[config.mk]
export PLATFORM = sky130hd
export DESIGN_NAME = uart_tx
export DESIGN_NICKNAME = d
export VERILOG_FILES = /design/src/rtl/uart_tx.sv
export SDC_FILE = /design/constraint.sdc
export NUM_CORES = 1
export LEC_CHECK = 0
export ABC_AREA = 1
export CAP_MARGIN = 20
export CORE_UTILIZATION = 55
export CTS_CLUSTER_SIZE = 10
export DETAILED_ROUTE_END_ITERATION = 8
export GPL_TIMING_DRIVEN = 0
export PLACE_DENSITY = 0.89
export SETUP_SLACK_MARGIN = 0.4
export SYNTH_ARGS = -nofsm -noshare
export SYNTH_HDL_FRONTEND = slang
export SYNTH_SLANG_ARGS = --single-unit
[constraint.sdc]
create_clock -name clk -period 2.99 [get_ports clk]
set_clock_uncertainty 0.1 [all_clocks]
set_input_delay 0.598 -clock clk [delete_from_list [all_inputs] [get_ports clk]]
set_output_delay 0.598 -clock clk [all_outputs]
set_load 0.01 [all_outputs]
[src/rtl/uart_tx.sv]
// -----------------------------------------------------------------------------
// uart_tx -- UART transmitter
//
// Serialises one byte per frame, LSB first:
//   start (0) | DATA_WIDTH data bits | optional parity | stop (1)
// Each bit lasts P clk cycles, where P is the prescale value captured when the
// byte is accepted (0 is treated as 1). A byte offered on the final stop cycle
// is accepted back-to-back, so the next start bit follows with no idle gap.
//
// Ports
//   clk        : transmit clock, rising edge
//   rst        : asynchronous active-low reset
//   p_data     : byte to send, captured on accept
//   data_valid : send request, honoured only in IDLE or on the final stop cycle
//   par_en     : 1 = append a parity bit (captured on accept)
//   par_typ    : 0 = even, 1 = odd parity (captured on accept)
//   prescale   : clk cycles per bit (captured on accept, 0 -> 1)
//   tx_out     : serial line, registered, idles high
//   busy       : registered, high while a frame is in progress
//   data_ack   : registered one-cycle pulse in the cycle after an accept
// -----------------------------------------------------------------------------
module uart_tx #(
  parameter int DATA_WIDTH = 8,
  parameter int PRESCALE_W = 6
) (
  input  logic                  clk,
  input  logic                  rst,
  input  logic [DATA_WIDTH-1:0] p_data,
  input  logic                  data_valid,
  input  logic                  par_en,
  input  logic                  par_typ,
  input  logic [PRESCALE_W-1:0] prescale,
  output logic                  tx_out,
  output logic                  busy,
  output logic                  data_ack
);

  localparam int BCW = $clog2(DATA_WIDTH + 1);
  localparam logic [BCW-1:0] LAST_BIT = BCW'(DATA_WIDTH - 1);

  localparam logic [2:0] S_IDLE   = 3'd0;
  localparam logic [2:0] S_START  = 3'd1;
  localparam logic [2:0] S_DATA   = 3'd2;
  localparam logic [2:0] S_PARITY = 3'd3;
  localparam logic [2:0] S_STOP   = 3'd4;

  // State and counters
  logic [2:0]            r_state;
  logic [PRESCALE_W-1:0] r_cnt;
  logic [BCW-1:0]        r_bit_cnt;

  // Frame shadow registers, constant from accept to end of frame
  logic [DATA_WIDTH-1:0] r_data;
  logic                  r_par_en;
  logic                  r_par_bit;
  logic [PRESCALE_W-1:0] r_prescale;

  // Registered outputs
  logic                  r_tx_out;
  logic                  r_busy;
  logic                  r_data_ack;

  // Next-state signals
  logic                  w_bit_end;
  logic                  w_accept;
  logic [BCW-1:0]        w_bit_nxt;
  logic [DATA_WIDTH-1:0] w_data_sh;
  logic [2:0]            w_state_nxt;
  logic [PRESCALE_W-1:0] w_cnt_nxt;
  logic [BCW-1:0]        w_bit_cnt_nxt;
  logic                  w_tx_nxt;

  always_comb begin
    w_bit_end     = (r_cnt == r_prescale - PRESCALE_W'(1));
    // A request is honoured when idle or on the very last stop cycle, which
    // makes back-to-back frames abut with exactly one stop bit.
    w_accept      = data_valid && ((r_state == S_IDLE) ||
                                   ((r_state == S_STOP) && w_bit_end));
    w_bit_nxt     = r_bit_cnt + BCW'(1);
    w_data_sh     = r_data >> w_bit_nxt;

    // NOTE: every combinational output gets a default first so no path
    // through the case statement can infer a latch.
    w_state_nxt   = r_state;
    w_cnt_nxt     = w_bit_end ? '0 : r_cnt + PRESCALE_W'(1);
    w_bit_cnt_nxt = r_bit_cnt;
    w_tx_nxt      = r_tx_out;

    // tx_out is registered, so it is loaded with the level of the bit being
    // entered at each boundary rather than the one being left.
    case (r_state)
      S_IDLE: begin
        w_cnt_nxt = '0;
        w_tx_nxt  = 1'b1;
      end
      S_START: begin
        if (w_bit_end) begin
          w_state_nxt   = S_DATA;
          w_bit_cnt_nxt = '0;
          w_tx_nxt      = r_data[0];
        end
      end
      S_DATA: begin
        if (w_bit_end) begin
          if (r_bit_cnt == LAST_BIT) begin
            w_state_nxt = r_par_en ? S_PARITY : S_STOP;
            w_tx_nxt    = r_par_en ? r_par_bit : 1'b1;
          end else begin
            w_bit_cnt_nxt = w_bit_nxt;
            w_tx_nxt      = w_data_sh[0];
          end
        end
      end
      S_PARITY: begin
        if (w_bit_end) begin
          w_state_nxt = S_STOP;
          w_tx_nxt    = 1'b1;
        end
      end
      S_STOP: begin
        if (w_bit_end) begin
          w_state_nxt = S_IDLE;
          w_tx_nxt    = 1'b1;
        end
      end
      default: begin
        w_state_nxt = S_IDLE;
        w_cnt_nxt   = '0;
        w_tx_nxt    = 1'b1;
      end
    endcase

    if (w_accept) begin
      w_state_nxt   = S_START;
      w_cnt_nxt     = '0;
      w_bit_cnt_nxt = '0;
      w_tx_nxt      = 1'b0;
    end
  end

  // NOTE: sequential state uses non-blocking assignments so every flop
  // samples the pre-edge values regardless of statement order.
  always_ff @(posedge clk or negedge rst) begin
    if (!rst) begin
      r_state    <= S_IDLE;
      r_cnt      <= '0;
      r_bit_cnt  <= '0;
      r_tx_out   <= 1'b1;
      r_busy     <= 1'b0;
      r_data_ack <= 1'b0;
    end else begin
      r_state    <= w_state_nxt;
      r_cnt      <= w_cnt_nxt;
      r_bit_cnt  <= w_bit_cnt_nxt;
      r_tx_out   <= w_tx_nxt;
      r_busy     <= (w_state_nxt != S_IDLE);
      r_data_ack <= w_accept;
    end
  end

  // NOTE: the shadow registers are cleared on reset too, so no stale frame
  // parameters survive a mid-frame reset.
  always_ff @(posedge clk or negedge rst) begin
    if (!rst) begin
      r_data     <= '0;
      r_par_en   <= 1'b0;
      r_par_bit  <= 1'b0;
      r_prescale <= '0;
    end else if (w_accept) begin
      r_data     <= p_data;
      r_par_en   <= par_en;
      // Even parity is the XOR of the data bits; odd parity inverts it.
      r_par_bit  <= (^p_data) ^ par_typ;
      r_prescale <= (prescale == '0) ? PRESCALE_W'(1) : prescale;
    end
  end

  assign tx_out   = r_tx_out;
  assign busy     = r_busy;
  assign data_ack = r_data_ack;

endmodule
==> reports/summary.txt <==
I/O Pins = 22
Routed Antenna Nets = 0
Placer Congestion = 0.865
synth unique cells = 24
FF-to-FF path depth = 13
synthesized area per cell = 7.18 sq um
Die W = 59.9 um
vias in the first global route = 1600
vias per cell = 4.98
Leak = 1.11 nW
fin nets = 308
Crit Path Max Fanout = 8
hold path cells = 2
n_diodes = 0
Final min period = 2.26 ns
Final Hold Viols = 0
Initial Util = 59.0%
Post-Route WL = 3660 um
crit share post-route = 75.5%
Max clock buf depth = 2
reg2reg start = r_prescale[0]$_DFFE_PN0N_
post-synthesis sequential area ratio = 43.5%
Final Cell Area = 2200 sq um
Syn Nets = 279
Max-cap violations = 0
clock tree root driver cell = clkbuf_4
worst r2r dst = r_data[5]$_DFFE_PN0N_
Seq pwr share = 38.1%
RSZ-0062 raised after global routing = no
Most used DFF post-synth = dfrtp_1
clock buffer count from CTS = 5
Post-Synth Adder-Cell Area = 2.04%
combinational power share = 47.5%
Overflow after GRT = 0
cts-stage hold buffer count = 0
GR Util All Layers = 25.5%
Setup Viol. Count Final = 0
Crit. Startpoint = r_prescale[0]$_DFFE_PN0N_
largest net degree at the start of global routing = 20
Yosys reg bits = 32
Setup Buffers After CTS = 0
CTS H-Tree Depth = 2
via count = 1645
Clock transition at path regs = 0.10 ns
Post-DP Area = 2140 sq um
Synth Area in XOR/XNOR = 5.70%
Ys Warns = 0
post-CTS resize count = 0
initial antenna violation count = 0
CP Data Arrival Time = 2.39 ns
CP endpoint kind = flip-flop
largest family of logic cells by synthesized area = simple AND/OR/NAND/NOR gates
mux cell area share after synthesis = 0%
growth of design area from synthesis to finish = 19.4%
total negative slack = 0 ns
top post-synthesis cells by area = dfrtp_1 42%, nand2_1 18%, inv_1 6.7%
Hold Path Sink = r_data[1]$_DFFE_PN0N_
Worst-Margin Slew = 0.702 ns
worst setup margin = 0.733 ns
max-slew violation count = 0
clock sink total = 32
Hold Path Class = reg -> reg
Max Fclk = 443 MHz
Internal Power = 0.00109 W
Net Sw Frac = 43.3%
number of flops mapped to enable cells by yosys = 0
Req. time, crit path = 3.12 ns
share of cells above drive strength 1 = 6.29%
Yosys top cell area share = 42.1%
Die H = 59.9 um
Post-DP HPWL = 2820 um
Compound-Gate Fraction of Synth Area = 7.53%
PortBufs = 21
TritonCTS clock tree = yes
worst-skew pair later-pin latency = 0.34 ns
post-synthesis simple-gate area fraction = 32.9%
synthesized instance count = 257
Inst Count DP = 323
power share of the clock group = 14.4%
PwrDens = 870 nW/um^2
count leader, synth = nand2_1
startpoint types = flip-flop
FF-to-FF setup slack = 0.73 ns
DR pass1 iterations = 4
Slew Limit Headroom = 53.1%
Setup Crit Path Kind = reg -> reg
Worst IR Drop VDD = 0.446 mV
top cells by count, synth = 89 x nand2_1, 33 x inv_1, 31 x dfrtp_1, 30 x nor2_1, 16 x nand3_1
P_sw = 0.000830 W
HP Start = r_data[1]$_DFFE_PN0N_
Routed WL per cell = 11.1 um
fin cells = 330
first-pass GRT wire length = 6560 um
DRC viols = 0
outcome = finished clean
pre-CTS setup slack = 0.794 ns
Rows = 20
first-iteration detailed-routing DRC count = 70
cell taking the most area after synthesis = dfrtp_1
asr flop ratio synth = 100%
Tot Pwr = 0.00192 W
Die Area = 3590 sq um
Mapped Area = 1840 sq um
Core ar. = 3130 sq um
## worst max-delay path, stage by stage, from the launching register on
cell and delay (ns):
dfrtp_1 0.39, inv_1 0.16, ha_1 0.24, inv_1 0.07
nand2_1 0.06, nand3_1 0.08, nand2_1 0.09, nand2_1 0.08
nor2_4 0.16, nand3_2 0.16, a21oi_2 0.25, inv_1 0.17
nand2_1 0.10, nand2_1 0.05
## state kept, by name, summed over array words and instances, names as in the netlist
name,flops
r_data,8
r_cnt,6
r_prescale,6
r_bit_cnt,4
r_state,3
busy,1
data_ack,1
r_par_bit,1
r_par_en,1
tx_out,1
## power by group through the flow
stage / Sequential [W] / Clock [W] / Combinational [W]
after floorplan: 0.000713 / 0 / 0.000696
after detailed placement: 0.000736 / 0 / 0.000905
final: 0.000730 / 0.000277 / 0.000909
after global routing: 0.000756 / 0.000307 / 0.00106
after CTS: 0.000728 / 0.000287 / 0.000914
after global placement: 0.000730 / 0 / 0.000870
## worst max-delay path by stage
stage | endpoint | slack [ns] | cells past startpoint
2_1_floorplan | r_prescale[0]$_DFFE_PN0N_ | 1.08 | 12
3_3_place_gp | r_bit_cnt[1]$_DFFE_PN0P_ | 0.64 | 1
3_5_place_dp | r_data[7]$_DFFE_PN0N_ | 0.79 | 13
4_1_cts | r_data[5]$_DFFE_PN0N_ | 0.74 | 13
5_1_grt | r_data[7]$_DFFE_PN0N_ | 0.49 | 13
6_report | r_data[5]$_DFFE_PN0N_ | 0.73 | 13
## layout make-up
cell class                      count  area [sq um]
Tap cell                           44          55.1
Clock buffer                        7          65.1
Fill cell                         254           926
Buffer                              4          26.3
Inverter                           34           128
Timing Repair Buffer               22           238
Sequential cell                    32           802
Multi-Input combinational cell    187           888
## through the flow
step           utilization [%]  hold WS [ns]
2_1_floorplan                -         0.202
3_3_place_gp              67.4         0.349
3_5_place_dp              68.3         0.353
4_1_cts                   70.4         0.378
5_1_grt                   70.4         0.394
6_report                  70.4         0.373
## logic make-up after synthesis
| logic type | after synthesis |
|---|---|
| xor gates and xnor gates | 12 |
| buffers and inverters | 38 |
| DFF | 32 |
| AOI/OAI and AO/OA | 26 |
| and+or+nand+nor | 146 |
| adders and majority gates | 3 |
## metal layers
layer / wire (um) / vias up / global-route usage [%]
met5: 0 / - / 0
met4: 76 / 0 / 11.6
met3: 173 / 7 / 8.87
met2: 1830 / 39 / 43.3
met1: 1570 / 738 / 28.6
li1: - / 861 / -
## cell usage in the layout (no fill, tap or decap), types with 2 or more instances in the layout
master	n
nand4_1	5
clkbuf_4	5
nand3_1	16
xor2_1	5
clkdlybuf4s50_1	21
clkbuf_8	2
o21ai_0	11
xnor2_1	7
dfrtp_1	31
ha_1	3
nor2_1	30
o21ai_1	5
o211ai_1	2
inv_1	33
buf_4	3
a21oi_1	7
nand2_1	89
No activity file was read; power rests on OpenSTA's default activity.
==> patch, RTL diff (same settings) <==
Change the parameter `PRESCALE_W` from 6 to 8.
--- a/src/rtl/uart_tx.sv
+++ b/src/rtl/uart_tx.sv
@@ -21,7 +21,7 @@
 // -----------------------------------------------------------------------------
 module uart_tx #(
   parameter int DATA_WIDTH = 8,
-  parameter int PRESCALE_W = 6
+  parameter int PRESCALE_W = 8
 ) (
   input  logic                  clk,
   input  logic                  rst,
Ports: changed (resized prescale); port bits go from 22 to 24. The function was not compared with the original's and may differ.
==> patch against the unedited design <==
Worst hold slack worse by 88 ps; die area grew 22%; synthesized area increased by 23%; sequential share of layout area decreased by 2.4 points; count of clock-buffer cells in the layout did not move; via count increased by 22%; design area grew 20%; sequential cell count up 4; cell count is 18% higher; wire length grew 21%; setup slack got worse by 110 ps.
Power is not compared: it rests on default switching activity, and its combinational part moved more than twofold at a synthesized area within 25%.
==> patch: results (changes against the unedited design) <==
* Status: finished clean
* Port buffer count at 23 (+9.5%)
* Slowest stage delay, CP at 410 ps (+20 ps)
* Nets at 367 (+19%)
* Gpl congestion at 0.881 (+1.8%)
* R2R setup slack at 620 ps (-110 ps)
* Gr usage total at 24.0% (-1.5 points)
* Pre-CTS WS at 657 ps (-137 ps)
* First-pass GRT wire length at 7960 um (+21%)
* Antenna violations before repair at 0 (unchanged)
* Sw power at 0.198 mW
* Hold Path Class: in2async
* Largest net degree at the start of global routing at 37 (+85%)
* Largest regs: r_cnt: 8 flops, r_data: 8 flops, r_prescale: 8 flops
* Post-synth cell types at 33 (+38%)
* Setup_tns at 0 ps (unchanged)
* Post-synthesis compound-gate area fraction at 7.78% (+0.25 points)
* Register area share after synthesis at 39.8% (-3.7 points)
* Via-per-instance ratio at 5.14 (+3.1%)
* HPWL after DPL at 3370 um (+19%)
* Share of cells above drive strength 1 at 11.1% (+4.8 points)
* Crit path max fanout at 10 (+2)
* Vias in the first global route at 1903 (+19%)
* Tightest hold margin at 285 ps (-87.7 ps)
* M1 WL at 2080 um (+32%)
* Ant diodes at 0 (unchanged)
* Metal3 WL at 155 um (-10%)
* Final WL at 4430 um (+21%)
* Clock transition at the registers of the reported paths at 70 ps (-30 ps)
* Fraction of synthesized cell area in xor and xnor cells at 5.79% (+0.096 points)
* Met2 wire length at 2130 um (+16%)
* Yosys Warn Count at 0 (unchanged)
* CTS root buffer: clkbuf_8
* Most common library cells after synthesis: nand2_1, inv_1, dfrtp_1, nor2_1, nand3_1
* Post-DP Area at 2550 um2 (+19%)
* Crit path capture: r_data[7]
* Synth area leaders: dfrtp_1, nand2_1, inv_1
* Mapped Cells at 313 (+22%)
* Worst R2R Path Depth at 15 (+2)
* Crit path DAT at 2450 ps (+60 ps)
* DRT iter0 DRCs at 80 (+14%)
* Tightest Pin Transition at 776 ps (+74.2 ps)
* Total number of vias at 2010 (+22%)
* Synth Net Count at 337 (+21%)
[patch: final cells by class]
| type | instances | area [um2] |
|---|---|---|
| sequential | 36 | 902 |
| buffer | 5 | 48.8 |
| tap | 48 | 60.1 |
| multi-input combinational | 231 | 1160 |
| inverter | 41 | 159 |
| clock buffer | 7 | 96.3 |
| fill | 297 | 1150 |
| timing repair buffer | 23 | 225 |
[patch: power by group through the flow]
stage,logic [mW],clock network (mW),registers (mW)
CTS,0.0616,0.376,0.487
global route,0.0685,0.400,0.486
detailed placement,0.0616,0,0.496
finish,0.0605,0.376,0.487
global placement,0.0601,0,0.496
floorplan,0.0208,0,0.496
[patch: metal layers]
layer,GRT usage (%),up-vias
met5,0,-
met4,7.71,0
met3,4.83,6
met2,40.7,45
met1,30.6,920
li1,-,1039
[patch: worst min path at each step]
stage	from	to
6_report	rst	r_cnt[1]
3_5_place_dp	tx_out	tx_out
2_1_floorplan	rst	busy
3_3_place_gp	tx_out	tx_out
4_1_cts	rst	r_cnt[1]
5_1_grt	rst	r_cnt[0]
